--- config.mk ---
export PLATFORM = sky130hd
export DESIGN_NAME = ddr3_partial_rd_capture
export DESIGN_NICKNAME = d
export VERILOG_FILES = /design/src/rtl/ddr3_partial_rd_capture.sv
export SDC_FILE = /design/constraint.sdc
export NUM_CORES = 1
export LEC_CHECK = 0
export ABC_AREA = 1
export CELL_PAD_IN_SITES_DETAIL_PLACEMENT = 1
export CELL_PAD_IN_SITES_GLOBAL_PLACEMENT = 1
export CORE_MARGIN = 2
export CORE_UTILIZATION = 41
export CTS_BUF_LIST = sky130_fd_sc_hd__clkbuf_16
export DETAILED_ROUTE_END_ITERATION = 8
export PLACE_DENSITY_LB_ADDON = 0.15
export SLEW_MARGIN = 20
export SYNTH_ARGS = -nofsm -noshare
export SYNTH_HDL_FRONTEND = slang
export SYNTH_SLANG_ARGS = --single-unit
--- constraint.sdc ---
create_clock -name clk_i -period 3.15 [get_ports clk_i]
set_clock_uncertainty 0.15 [all_clocks]
set_input_delay 0.63 -clock clk_i [delete_from_list [all_inputs] [get_ports clk_i]]
set_output_delay 0.63 -clock clk_i [all_outputs]
set_load 0.02 [all_outputs]
--- src/rtl/ddr3_partial_rd_capture.sv ---
// ddr3_partial_rd_capture: assembles DFI read beats into 128-bit burst words,
// applies partial-read truncation and flags dnv, unexpected and overrun beats.
module ddr3_partial_rd_capture #(
  parameter int DDR_BURST_LEN   = 4,
  parameter int DDR_DATA_W      = 32,
  parameter int MAX_OUTSTANDING = 4,
  parameter int TIMEOUT_CYCLES  = 64
) (
  input  logic                                 clk_i,
  input  logic                                 rst_i,
  input  logic                                 rd_issue_i,
  input  logic [DDR_DATA_W-1:0]                dfi_rddata_i,
  input  logic                                 dfi_rddata_valid_i,
  input  logic [1:0]                           dfi_rddata_dnv_i,
  input  logic                                 partial_read_en_i,
  input  logic [2:0]                           partial_read_cycles_i,
  input  logic                                 rd_ready_i,
  output logic [DDR_BURST_LEN*DDR_DATA_W-1:0]  rddata_o,
  output logic [DDR_BURST_LEN-1:0]             rddata_beat_mask_o,
  output logic                                 rddata_valid_o,
  output logic                                 busy_o,
  output logic                                 rd_timeout_o,
  output logic [3:0]                           err_flags_o
);

  localparam int WORD_W  = DDR_BURST_LEN * DDR_DATA_W;
  localparam int CNT_W   = $clog2(DDR_BURST_LEN);
  localparam int TIMER_W = $clog2(TIMEOUT_CYCLES + 1);

  typedef enum logic [1:0] {S_IDLE, S_COLLECT, S_HOLD} state_t;

  state_t                  state_reg;
  logic [2:0]              outstanding_reg;
  logic [CNT_W-1:0]        beat_cnt_reg;
  logic [2:0]              keep_reg;
  logic [TIMER_W-1:0]      timer_reg;
  logic [WORD_W-1:0]       coll_data_reg;
  logic [DDR_BURST_LEN-1:0] coll_mask_reg;
  logic [WORD_W-1:0]       out_data_reg;
  logic [DDR_BURST_LEN-1:0] out_mask_reg;
  logic                    out_valid_reg;
  logic                    rd_timeout_reg;
  logic [3:0]              err_reg;

  logic                    in_collect;
  logic                    accept_beat;
  logic                    timer_run;
  logic                    timeout_fire;
  logic                    burst_done;
  logic                    out_free;
  logic                    beat_keep;
  logic [2:0]              keep_snap;
  logic [2:0]              keep_eff;
  logic [CNT_W-1:0]        slot_sel;
  logic [WORD_W-1:0]       base_data;
  logic [DDR_BURST_LEN-1:0] base_mask;
  logic [WORD_W-1:0]       merge_data;
  logic [DDR_BURST_LEN-1:0] merge_mask;
  logic [WORD_W-1:0]       done_data;
  logic [DDR_BURST_LEN-1:0] done_mask;

  assign in_collect  = (state_reg == S_COLLECT);
  assign accept_beat = dfi_rddata_valid_i &&
                       (in_collect || (state_reg == S_IDLE && outstanding_reg != 3'd0));
  assign timer_run   = (outstanding_reg != 3'd0) && (state_reg != S_HOLD);
  assign timeout_fire = timer_run && !dfi_rddata_valid_i && !rd_issue_i &&
                        (timer_reg == TIMER_W'(TIMEOUT_CYCLES - 1));
  assign burst_done  = (accept_beat && in_collect && beat_cnt_reg == CNT_W'(DDR_BURST_LEN - 1)) ||
                       timeout_fire;
  assign out_free    = !out_valid_reg || rd_ready_i;

  // Keep count is latched on the first beat so a mid-burst config change is ignored.
  assign keep_snap = (partial_read_en_i && partial_read_cycles_i != 3'd0 &&
                      partial_read_cycles_i < 3'(DDR_BURST_LEN))
                     ? partial_read_cycles_i : 3'(DDR_BURST_LEN);
  assign keep_eff  = in_collect ? keep_reg : keep_snap;
  assign slot_sel  = in_collect ? beat_cnt_reg : '0;
  assign base_data = in_collect ? coll_data_reg : '0;
  assign base_mask = in_collect ? coll_mask_reg : '0;
  assign beat_keep = dfi_rddata_valid_i && (dfi_rddata_dnv_i == 2'b00) &&
                     (3'(slot_sel) < keep_eff);

  for (genvar gi = 0; gi < DDR_BURST_LEN; gi++) begin : g_slot
    assign merge_data[gi*DDR_DATA_W +: DDR_DATA_W] =
      (slot_sel == CNT_W'(gi)) ? (beat_keep ? dfi_rddata_i : '0)
                               : base_data[gi*DDR_DATA_W +: DDR_DATA_W];
    assign merge_mask[gi] = (slot_sel == CNT_W'(gi)) ? beat_keep : base_mask[gi];
  end

  // A timeout completes whatever has been collected; unfilled slots stay zero.
  assign done_data = timeout_fire ? base_data : merge_data;
  assign done_mask = timeout_fire ? base_mask : merge_mask;

  always_ff @(posedge clk_i) begin
    if (rst_i) begin
      state_reg       <= S_IDLE;
      outstanding_reg <= 3'd0;
      beat_cnt_reg    <= '0;
      keep_reg        <= 3'(DDR_BURST_LEN);
      timer_reg       <= '0;
      coll_data_reg   <= '0;
      coll_mask_reg   <= '0;
      out_data_reg    <= '0;
      out_mask_reg    <= '0;
      out_valid_reg   <= 1'b0;
      rd_timeout_reg  <= 1'b0;
      err_reg         <= 4'd0;
    end else begin
      rd_timeout_reg <= timeout_fire;

      if (rd_issue_i && !burst_done) begin
        if (outstanding_reg == 3'(MAX_OUTSTANDING))
          err_reg[2] <= 1'b1;
        else
          outstanding_reg <= outstanding_reg + 3'd1;
      end else if (burst_done && !rd_issue_i) begin
        outstanding_reg <= outstanding_reg - 3'd1;
      end

      if (!timer_run || dfi_rddata_valid_i || rd_issue_i || timeout_fire)
        timer_reg <= '0;
      else
        timer_reg <= timer_reg + TIMER_W'(1);

      if (dfi_rddata_valid_i) begin
        if (state_reg == S_HOLD)
          err_reg[3] <= 1'b1;
        else if (!accept_beat)
          err_reg[1] <= 1'b1;
        else if (dfi_rddata_dnv_i != 2'b00)
          err_reg[0] <= 1'b1;
      end

      if (out_valid_reg && rd_ready_i)
        out_valid_reg <= 1'b0;

      case (state_reg)
        S_IDLE: begin
          if (accept_beat) begin
            coll_data_reg <= merge_data;
            coll_mask_reg <= merge_mask;
            keep_reg      <= keep_snap;
            beat_cnt_reg  <= CNT_W'(1);
            state_reg     <= S_COLLECT;
          end
        end
        S_COLLECT: begin
          if (accept_beat) begin
            coll_data_reg <= merge_data;
            coll_mask_reg <= merge_mask;
            beat_cnt_reg  <= beat_cnt_reg + CNT_W'(1);
          end
        end
        S_HOLD: begin
          if (rd_ready_i) begin
            out_data_reg  <= coll_data_reg;
            out_mask_reg  <= coll_mask_reg;
            out_valid_reg <= 1'b1;
            state_reg     <= S_IDLE;
          end
        end
        default: state_reg <= S_IDLE;
      endcase

      // Completion overrides the per-state updates above.
      if (burst_done) begin
        beat_cnt_reg <= '0;
        if (out_free) begin
          out_data_reg  <= done_data;
          out_mask_reg  <= done_mask;
          out_valid_reg <= 1'b1;
          state_reg     <= S_IDLE;
        end else begin
          coll_data_reg <= done_data;
          coll_mask_reg <= done_mask;
          state_reg     <= S_HOLD;
        end
      end
    end
  end

  assign rddata_o           = out_data_reg;
  assign rddata_beat_mask_o = out_mask_reg;
  assign rddata_valid_o     = out_valid_reg;
  assign busy_o             = (outstanding_reg != 3'd0) || in_collect;
  assign rd_timeout_o       = rd_timeout_reg;
  assign err_flags_o        = err_reg;

endmodule

==> metrics.md <==
| Metric | Value |
|---|---|
| Vias | `21927` |
| Fraction of layout cells with a size suffix above 1 | `0.0570` |
| PwrDens | `476 mW/mm^2` |
| Synth warnings | `0` |
| Netlist Area Pre-Place | `0.0179 mm^2` |
| Final Hold Viols | `0` |
| Die Height | `213 um` |
| Area leader, netlist | `dfxtp_1` |
| Row Count | `76` |
| Fin nets | `2884` |
| Sink Count | `287` |
| Max-cap violations | `0` |
| Ordered cell list for the critical path | `inv_2, nand2_4, buf_4, buf_4, nor2_1, nand2_1, nand3_1, a21oi_1, nor2_1` |
| H-tree Lvls | `2` |
| DIE AREA | `roughly 0.045 mm^2` |
| Area share of the largest cell type after synthesis | `0.321` |
| Buf/Inv on CP | `3` |
| Worst Tran Pin Value | `0.923 ns` |
| Max rail drop VDD | `0.284 mV` |
| Ranking of synthesized cells by instance count | `nand3_1, nand2_1, dfxtp_1, a21oi_1, o21ai_0` |
| Number of setup buffers added after CTS | `0` |
| Critical path fanouts, max | `between 60 and 70` |
| Crit Path Class | `reg2reg` |
| Placed cell count | `3383` |
| Final critical-path required period | `2.74 ns` |
| Clock Root Buffer | `clkbuf_16` |
| CP arrival | `3.05 ns` |
| Yosys reg bits | `~290` |
| Initial antenna violation count | `7` |
| Library cells used by synthesis | `34` |
| Max Slew Vio Count | `0` |
| Area Overhead vs Synth | `19.4%` |
| Die Width | `213 um` |
| GRT overflow | `0` |
| Drt first pass iters | `6` |
| Vias per inst | `6.35` |
| I/O pin count | `182` |
| P_leak | `about 8.5 nW` |
| DRC errors left | `0` |
| TritonCTS clock tree | `yes` |
| FF-to-FF path depth | `9` |
| Top delay family on crit path | `buffers and inverters` |
| Multi-input gate area | `0.0104 mm^2` |
| Slowest CP cell | `buf_4` |
| DRT antenna net count | `0` |
| Post-synth EDFFs | `0` |
| Pin count of the biggest net entering global routing | `125` |
| Syn_area_per_cell | `approximately 6.4 um^2` |
| Total global routing track utilization | `0.371` |
| Core box area | `0.0431 mm^2` |
| Fillers | `5627` |
| Worst hold path type | `reg2reg` |
| Top post-synthesis cells by area | `dfxtp_1, nand3_1, nand2_1` |
| Fin crit share | `0.871` |
| Most common flop cell mapped by yosys | `dfxtp_1` |
| Worst setup SP type | `flop` |
| Slew HR | `0.383` |
| CTS resizes | `0` |
| Initial DRC Count | `1873` |
| Drt wl/cell | `24.5 um` |
| Post-DP HPWL | `roughly 50 mm` |
| Mapped Cells | `2806` |
| Port-buffer cells | `181` |
| RSZ-0062 raised after global routing | `no` |
| Most frequent cell after synthesis | `nand3_1` |
| # setup viols final | `0` |
| Power Total | `10.2 mW` |
| Post-Route WL | `84.6 mm` |
| Sequential area share after synthesis | `0.321` |
| CP required | `roughly 3.5 ns` |
| Post-route insts no fill | `approximately 3500` |
| First-pass GRT wire length | `around 130 mm` |
| Hold depth | `1` |
| Clk_lat worst skew | `roughly 0.56 ns` |
| Vias in the first global route | `22740` |
| Async SR Flop Fraction | `0` |
| Critical path depth in cells | `9` |
| Cts hold-fix bufs | `0` |
| FF+latch area | `0.00575 mm^2` |
| Fin Hold WS | `slightly above 0.3 ns` |
| CP Capture Type | `flop` |
| FMAX | `364 MHz` |
| Outcome | `completed` |
| Syn nets | `2853` |
| Clk buf depth | `3` |
| Worst-path clk slew | `0.06 ns` |
| Crit-path max cell delay | `0.82 ns` |
| Final GP Congestion | `0.834` |
| CTS Buf Count | `37` |
| Initial core utilization | `0.416` |
[final cells by class]
type | count | area share
inverters | 167 | 0.0301
well taps | 585 | 0.0342
clock buffers | 39 | 0.0456
clock inverters | 24 | 0.00474
repair buffers | 259 | 0.131
diodes | 5 | 0.000585
multi-input cells | 2085 | 0.485
flip-flops and latches | 287 | 0.269
[power breakdown]
part | internal (mW) | total, mW | switching, mW
Sequential | 3.87 | 4.01 | 0.138
Combinational | 0.725 | 2.21 | 1.48
Clock | 2.22 | 3.97 | 1.76
Total | 6.81 | 10.2 | 3.38
[layout by cell type, fill, tap and decap left out, types with 2 or more instances in the layout]
cell and instances:
inv_4 3, nand3_1 545, clkdlybuf4s50_1 180, o21ai_1 159, buf_12 32, nand2_1 419, inv_6 2, nor2_1 155
diode_2 5, a21boi_0 124, ha_1 3, nor2_2 6, clkinv_1 7, clkbuf_16 39, o21a_1 3, a21oi_1 275
or2_2 2, clkinv_2 8, nand4_1 130, inv_2 6, nor3_1 2, dfxtp_1 287, o21ai_2 8, o21ai_0 232
nand2_4 6, buf_4 47, xnor2_1 2, a21boi_1 4, inv_1 165
[per-stage QoR]
stage                     setup WS, ns  utilization  TNS (ns)  area [um^2]
after floorplan                  0.608            -         0        17900
after detailed placement       -0.0636        0.471     -1.45        20300
after global placement        -0.00372        0.471  -0.00372        20300
final                            0.406        0.496         0        21400
after CTS                        0.445        0.496         0        21400
after global routing             0.245        0.496         0        21400
[path summary, 6_finish.rpt]
kind | start | slack, ns | end
min reg2reg | timer_reg[0]$_SDFF_PP0_ | 0.30 | timer_reg[0]$_SDFF_PP0_
max reg2reg | state_reg[1]$_SDFFE_PP0P_ | 0.41 | rddata_beat_mask_o[1]$_SDFF_PP0_
max | state_reg[1]$_SDFFE_PP0P_ | 0.41 | rddata_beat_mask_o[1]$_SDFF_PP0_
min | timer_reg[0]$_SDFF_PP0_ | 0.30 | timer_reg[0]$_SDFF_PP0_
[cells by family (layout without fill, tap and decap cells)]
| logic type | after synthesis | after routing | synth area share |
|---|---|---|---|
| buffers and inverters | 434 | 489 | 0.103 |
| xor gates and xnor gates | 3 | 3 | 0.00147 |
| other | 0 | 5 | 0 |
| and+or+nand+nor | 1270 | 1270 | 0.326 |
| AOI/OAI and AO/OA | 808 | 808 | 0.246 |
| adders and majority gates | 4 | 4 | 0.00321 |
| DFF | 287 | 287 | 0.321 |
[routing by layer]
layer | GRT usage | part of all wire | vias up
li1 | - | - | 9800
met2 | 0.595 | 0.45 | 1022
met5 | 0 | 0.00048 | -
met1 | 0.454 | 0.40 | 10837
met4 | 0.250 | 0.065 | 6
met3 | 0.0681 | 0.088 | 262
No activity file was read; power rests on OpenSTA's default activity.
